--- config.mk ---
export PLATFORM = sky130hd
export DESIGN_NAME = snn_spike_channel_counter
export DESIGN_NICKNAME = d
export VERILOG_FILES = /design/src/rtl/snn_pkg.sv /design/src/rtl/snn_argmax_tracker.sv /design/src/rtl/snn_spike_channel_counter.sv
export SDC_FILE = /design/constraint.sdc
export NUM_CORES = 1
export LEC_CHECK = 0
export ABC_AREA = 1
export CAP_MARGIN = 20
export CORE_ASPECT_RATIO = 0.8
export CORE_MARGIN = 5
export CORE_UTILIZATION = 62
export CTS_CLUSTER_SIZE = 14
export DETAILED_ROUTE_END_ITERATION = 10
export PLACE_DENSITY = 0.86
export SLEW_MARGIN = 25
export SYNTH_ARGS = -nofsm -noshare
export SYNTH_HDL_FRONTEND = slang
export SYNTH_SLANG_ARGS = --single-unit
--- constraint.sdc ---
create_clock -name clk -period 8.7 [get_ports clk]
set_clock_uncertainty 0.2 [all_clocks]
set_input_delay 1.74 -clock clk [delete_from_list [all_inputs] [get_ports clk]]
set_output_delay 1.74 -clock clk [all_outputs]
set_load 0.03 [all_outputs]
--- src/rtl/snn_pkg.sv ---
// Purpose : shared field slices, count-beat layout and FSM encodings for the spike channel counter.
// Latency : n/a (declarations only).
// Backpressure: n/a.
package snn_pkg;

  // Input spike event layout: {channel, position}
  localparam int SPIKE_CH_HI  = 31;
  localparam int SPIKE_CH_LO  = 16;
  localparam int SPIKE_POS_HI = 15;
  localparam int SPIKE_POS_LO = 0;

  // Output count beat: {channel index, zero-extended count}
  localparam int CNT_BEAT_W = 32;

  typedef struct packed {
    logic [15:0] ch;
    logic [15:0] cnt;
  } count_beat_t;

  typedef enum logic {
    ST_ACCUM = 1'b0,
    ST_DRAIN = 1'b1
  } state_t;

endpackage

--- src/rtl/snn_argmax_tracker.sv ---
// Purpose : running argmax over a sequential (index, value) stream; strict-greater so ties keep the lowest index.
// Latency : winner_idx_o / winner_vld_o register one cycle after the beat carrying last_i.
// Backpressure: none; only consumes beats qualified by valid_i.
//
// Ports: start_i marks the first beat (running max restarts at value 0 / index 0),
//        valid_i qualifies idx_i/val_i, last_i closes the stream,
//        winner_idx_o holds the result, winner_vld_o pulses for one cycle when it updates.
module snn_argmax_tracker #(
  parameter int IDX_W = 3,
  parameter int VAL_W = 16
) (
  input  logic             clk,
  input  logic             reset,
  input  logic             start_i,
  input  logic             valid_i,
  input  logic             last_i,
  input  logic [IDX_W-1:0] idx_i,
  input  logic [VAL_W-1:0] val_i,
  output logic [IDX_W-1:0] winner_idx_o,
  output logic             winner_vld_o
);

  logic [VAL_W-1:0] max_val_q;
  logic [IDX_W-1:0] max_idx_q;
  logic [IDX_W-1:0] winner_idx_q;
  logic             winner_vld_q;

  logic [VAL_W-1:0] base_val;
  logic [IDX_W-1:0] base_idx;
  logic [VAL_W-1:0] cand_val;
  logic [IDX_W-1:0] cand_idx;

  // On the first beat compare against the (0, 0) seed rather than the stale max.
  always_comb begin
    base_val = start_i ? '0 : max_val_q;
    base_idx = start_i ? '0 : max_idx_q;
    cand_val = base_val;
    cand_idx = base_idx;
    if (val_i > base_val) begin
      cand_val = val_i;
      cand_idx = idx_i;
    end
  end

  always_ff @(posedge clk) begin
    if (reset) begin
      max_val_q    <= '0;
      max_idx_q    <= '0;
      winner_idx_q <= '0;
      winner_vld_q <= 1'b0;
    end else begin
      winner_vld_q <= 1'b0;
      if (valid_i) begin
        max_val_q <= cand_val;
        max_idx_q <= cand_idx;
        if (last_i) begin
          winner_idx_q <= cand_idx;
          winner_vld_q <= 1'b1;
        end
      end
    end
  end

  assign winner_idx_o = winner_idx_q;
  assign winner_vld_o = winner_vld_q;

endmodule

--- src/rtl/snn_spike_channel_counter.sv ---
// Purpose : per-channel saturating spike counts over a frame, drained as an AXI-Stream burst with argmax winner.
// Latency : first count beat valid 1 cycle after the input tlast beat; winner/frame_count 1 cycle after last count beat.
// Backpressure: input stalled (tready=0) for the whole drain; drain beats hold while m_axis tready is low.
//
// Ports: s_axis_spike_* spike events {channel, position}; m_axis_count_* count burst {channel, count};
//        winner_channel/winner_valid argmax result and update pulse; frame_count completed drains;
//        dropped_count accepted spikes on out-of-range channels; busy high while draining.
module snn_spike_channel_counter
  import snn_pkg::*;
#(
  parameter int NUM_CHANNELS = 8,
  parameter int COUNT_WIDTH  = 16,
  parameter int CH_IDX_WIDTH = 3
) (
  input  logic                    clk,
  input  logic                    reset,
  input  logic                    enable,
  input  logic [31:0]             s_axis_spike_tdata,
  input  logic                    s_axis_spike_tvalid,
  output logic                    s_axis_spike_tready,
  input  logic                    s_axis_spike_tlast,
  output logic [CNT_BEAT_W-1:0]   m_axis_count_tdata,
  output logic                    m_axis_count_tvalid,
  input  logic                    m_axis_count_tready,
  output logic                    m_axis_count_tlast,
  output logic [CH_IDX_WIDTH-1:0] winner_channel,
  output logic                    winner_valid,
  output logic [31:0]             frame_count,
  output logic [31:0]             dropped_count,
  output logic                    busy
);

  localparam logic [15:0]             NUM_CH_W = 16'(NUM_CHANNELS);
  localparam logic [CH_IDX_WIDTH-1:0] LAST_IDX = CH_IDX_WIDTH'(NUM_CHANNELS - 1);
  localparam logic [COUNT_WIDTH-1:0]  CNT_MAX  = '1;

  state_t                  state_q, state_d;
  logic [COUNT_WIDTH-1:0]  cnt_q [NUM_CHANNELS];
  logic [COUNT_WIDTH-1:0]  cnt_d [NUM_CHANNELS];
  logic [CH_IDX_WIDTH-1:0] idx_q, idx_d;
  logic [31:0]             frame_q, frame_d;
  logic [31:0]             drop_q, drop_d;

  logic [15:0]             spike_ch;
  logic [CH_IDX_WIDTH-1:0] spike_idx;
  logic                    in_accum;
  logic                    in_drain;
  logic                    spike_acc;
  logic                    ch_ok;
  logic                    beat_acc;
  logic                    beat_last;
  logic [COUNT_WIDTH-1:0]  cur_cnt;
  count_beat_t             beat;

  // Position field carries no information for counting.
  wire unused_pos = ^s_axis_spike_tdata[SPIKE_POS_HI:SPIKE_POS_LO];

  assign spike_ch  = s_axis_spike_tdata[SPIKE_CH_HI:SPIKE_CH_LO];
  assign spike_idx = spike_ch[CH_IDX_WIDTH-1:0];
  assign in_accum  = (state_q == ST_ACCUM);
  assign in_drain  = (state_q == ST_DRAIN);
  assign spike_acc = in_accum && enable && s_axis_spike_tvalid;
  assign ch_ok     = (spike_ch < NUM_CH_W);
  assign beat_acc  = in_drain && m_axis_count_tready;
  assign beat_last = (idx_q == LAST_IDX);
  assign cur_cnt   = cnt_q[idx_q];

  // Drain outputs come straight from idx_q / cnt_q, which only move on an
  // accepted beat, so data and last stay stable while stalled.
  always_comb begin
    beat.ch  = in_drain ? 16'(idx_q) : 16'd0;
    beat.cnt = in_drain ? 16'(cur_cnt) : 16'd0;
  end

  assign m_axis_count_tdata  = beat;
  assign m_axis_count_tvalid = in_drain;
  assign m_axis_count_tlast  = in_drain && beat_last;
  assign s_axis_spike_tready = in_accum && enable;
  assign busy                = in_drain;
  assign frame_count         = frame_q;
  assign dropped_count       = drop_q;

  always_comb begin
    state_d = state_q;
    idx_d   = idx_q;
    cnt_d   = cnt_q;
    frame_d = frame_q;
    drop_d  = drop_q;

    if (spike_acc) begin
      if (ch_ok) begin
        if (cnt_q[spike_idx] != CNT_MAX) begin
          cnt_d[spike_idx] = cnt_q[spike_idx] + COUNT_WIDTH'(1);
        end
      end else begin
        drop_d = drop_q + 32'd1;
      end
      if (s_axis_spike_tlast) begin
        state_d = ST_DRAIN;
        idx_d   = '0;
      end
    end

    // Each drained channel is cleared so the next frame starts from zero.
    if (beat_acc) begin
      cnt_d[idx_q] = '0;
      if (beat_last) begin
        state_d = ST_ACCUM;
        idx_d   = '0;
        frame_d = frame_q + 32'd1;
      end else begin
        idx_d = idx_q + CH_IDX_WIDTH'(1);
      end
    end
  end

  always_ff @(posedge clk) begin
    if (reset) begin
      state_q <= ST_ACCUM;
      idx_q   <= '0;
      frame_q <= '0;
      drop_q  <= '0;
      for (int i = 0; i < NUM_CHANNELS; i++) begin
        cnt_q[i] <= '0;
      end
    end else begin
      state_q <= state_d;
      idx_q   <= idx_d;
      frame_q <= frame_d;
      drop_q  <= drop_d;
      cnt_q   <= cnt_d;
    end
  end

  snn_argmax_tracker #(
    .IDX_W (CH_IDX_WIDTH),
    .VAL_W (COUNT_WIDTH)
  ) u_argmax (
    .clk          (clk),
    .reset        (reset),
    .start_i      (idx_q == '0),
    .valid_i      (beat_acc),
    .last_i       (beat_last),
    .idx_i        (idx_q),
    .val_i        (cur_cnt),
    .winner_idx_o (winner_channel),
    .winner_vld_o (winner_valid)
  );

endmodule

==> metrics.cfg <==
[sta]
setup_viol=0
max_freq_ghz=0.155
post-route-min-period_ns=6.44
tightest_slew_ns=1.06
grt_setup_unrepaired=no
post-route-period-util_pct=74.0
slew_headroom_pct=29.3
slew_violations=0
setup_tns_ns=0
hold_viol_final=0

[cts]
clkSinkCount=219
post-cts-setup-buffers=0
numCtsBuffers=23
cts_resized=0
htreeDepth=1
clock_latency_ns=0.53
cts_buffer_depth=3
clkSlewWorstSetupHoldPaths_ns=0.06
cts_tree=done
ctsHoldBuffers=0
cts_root_buffer=clkbuf_16

[synth]
synth_flop_cell=dfxtp_1
synth_area_sq_mm=0.0131
synth_commonest_cells=669 x nand2_1, 301 x nor2_1, 219 x dfxtp_1
ys_seq_area_share_pct=33.4
yosys_register_bits=219
synthArstFlopShare_pct=0
yosysWarnings=0
synth_cells=2139
synth_most_common_cell=nand2_1
yosys-top-cells-area=dfxtp_1 33%, nand2_1 19%, nor2_1 8.6%
yosys.cell_types.count=46
synth_top_area_cell=dfxtp_1
synth_top_area_share_pct=33.4
synth-edff-count=0
synth_area_per_cell_sq_um=6.13

[global_routing]
grt_max_degree=102
first_global_vias=13100
antenna_found_initial=0
grt_overflow=0
grt_pass1_wl_microns=68300
globalRouteTotalUtil_pct=34.0

[power_and_ir_drop]
p_leak_nw=6.16
ir_worst_vdd_mv=0.178
fin_total_pwr_mw=2.16
power_density_mw_per_mm2=145

[setup_path]
cpLargestDelayFamily=buffers and inverters
required_ns=6.76
path_cells=clkinv_1, nand3_1, clkinv_1, nand2_1, o21ai_0, nor2_1, o2111ai_1, inv_1, nor2_1, clkdlybuf4s50_1
crit_slowest_cell=dfxtp_1
cp_max_fo=16
cp_slowest_stage_delay_ns=0.74
worstSetupPathType=register to primary output
start_kind=register
critPathBufInv=4
cp.arrival_ns=4.50
cp-end-kind=primary output

[run]
maxCapViolations=0

[floorplanning]
initial_core_util_pct=63.2
fp.dieH_microns=140
rows=47
coreArea_sq_mm=0.0208
ios=142
die_w_microns=173
die_area_sq_mm=0.0242

[route]
via_count=14600
vias_per_cell=5.88
dr.pass1.iters=8
drc_errors=0
postRouteAntennaNets=0
wire_per_inst_microns=17.5
drt_iter0_drc=1940
drt-total-wl_microns=43400

[status]
outcome=completed

[cells_and_area]
antenna_cells=0
final_cell_count_no_fill=2477
fin_util_pct=71.7
final_layout_size_suffix_gt1_share_pct=3.94
fill_cells=1786
area_delta_synth_final_pct=13.6
nNetsFinal=2254

[placed_design]
dp.cells=2438
dp_hpwl_microns=29500
io_buffers=112
gp_routability_congestion=0.983

[worst_hold_path]
hold_class=register to register

[registers in the layout, indices dropped and copies added, names as in the netlist]
name                   count
dropped_count             32
u_argmax.winner_idx_o      3
busy                       1
u_argmax.max_val_q        16
frame_count               32
cnt_q                    128
idx_q                      3
u_argmax.winner_vld_o      1
u_argmax.max_idx_q         3
[final timing paths]
kind,from,endpoint,slack (ns),cells after the start
min reg2reg,u_argmax.max_idx_q[2],u_argmax.max_idx_q[2],0.27,2
max reg2reg,idx_q[0],u_argmax.max_idx_q[0],2.75,13
max,idx_q[0],m_axis_count_tdata[0],2.26,10
min,u_argmax.max_idx_q[2],u_argmax.max_idx_q[2],0.27,2
[layer usage]
metal  wire (microns)  vias to the layer above  GRT usage, %  part of all wire, %
li1                 -                     6915             -                    -
met5                0                        -             0                    0
met3             5450                      148          8.67                   13
met4             1770                        0          13.3                  4.1
met2            18700                      971          51.8                   43
met1            17500                     6540          46.4                   40
[power by group]
part,total (mW),switching [mW],internal [mW]
clock,1.04,0.422,0.620
combinational,0.114,0.0870,0.0267
sequential,1.01,0.00282,1.00
[cell type report]
| class | count | area, sq um | area share, % |
|---|---|---|---|
| clock inverters | 10 | 156 | 1.05 |
| repair buffers | 130 | 1260 | 8.45 |
| inverters | 226 | 848 | 5.70 |
| multi-input cells | 1594 | 7290 | 48.9 |
| flip-flops and latches | 219 | 4380 | 29.4 |
| clock buffers | 29 | 618 | 4.15 |
| well taps | 269 | 337 | 2.26 |
[metrics by stage]
| stage | setup WS [ns] | hold WS, ns | cell area, sq um |
|---|---|---|---|
| 2_1_floorplan | 4.39 | 0.245 | 13200 |
| 3_3_place_gp | 2.64 | 0.252 | 14100 |
| 3_5_place_dp | 2.57 | 0.257 | 14100 |
| 4_1_cts | 2.54 | 0.266 | 14900 |
| 5_1_grt | 2.16 | 0.278 | 14900 |
| 6_report | 2.26 | 0.266 | 14900 |
[worst min-delay path, delay by kind of cell (launching register included)]
| kind | cells | cell delay (ns) |
|---|---|---|
| AND/OR/NAND/NOR | 1 | 0.06 |
| flip-flops | 1 | 0.31 |
| AO/OA/AOI/OAI | 1 | 0.05 |
[logic make-up (layout without fill, tap and decap cells)]
kind of cell / count (synthesis) / count (layout) / synth area share [%]
compound gates: 309 / 309 / 12.9
buf+inv: 338 / 395 / 11.7
fa+ha+maj: 22 / 22 / 2.10
xor+xnor: 18 / 18 / 1.26
flops: 219 / 219 / 33.4
simple gates: 1232 / 1232 / 38.5
other cells: 1 / 13 / 0.0286
[cells in the final DEF, fill, tap and decap left out, types with 17 or more instances in the layout]
cell type        synthesis  routed
a21oi_1                160     156
buf_4                   20      17
clkbuf_16                0      23
clkdlybuf4s50_1          0     110
dfxtp_1                219     219
ha_1                    22      22
inv_1                  212     212
nand2_1                669     668
nand3_1                164     164
nand4_1                 29      29
nor2_1                 301     300
nor3_1                  43      43
o21ai_0                 66      66
o21ai_1                 18      18
o22ai_1                 18      18
Power figures use the tool's default switching activity.
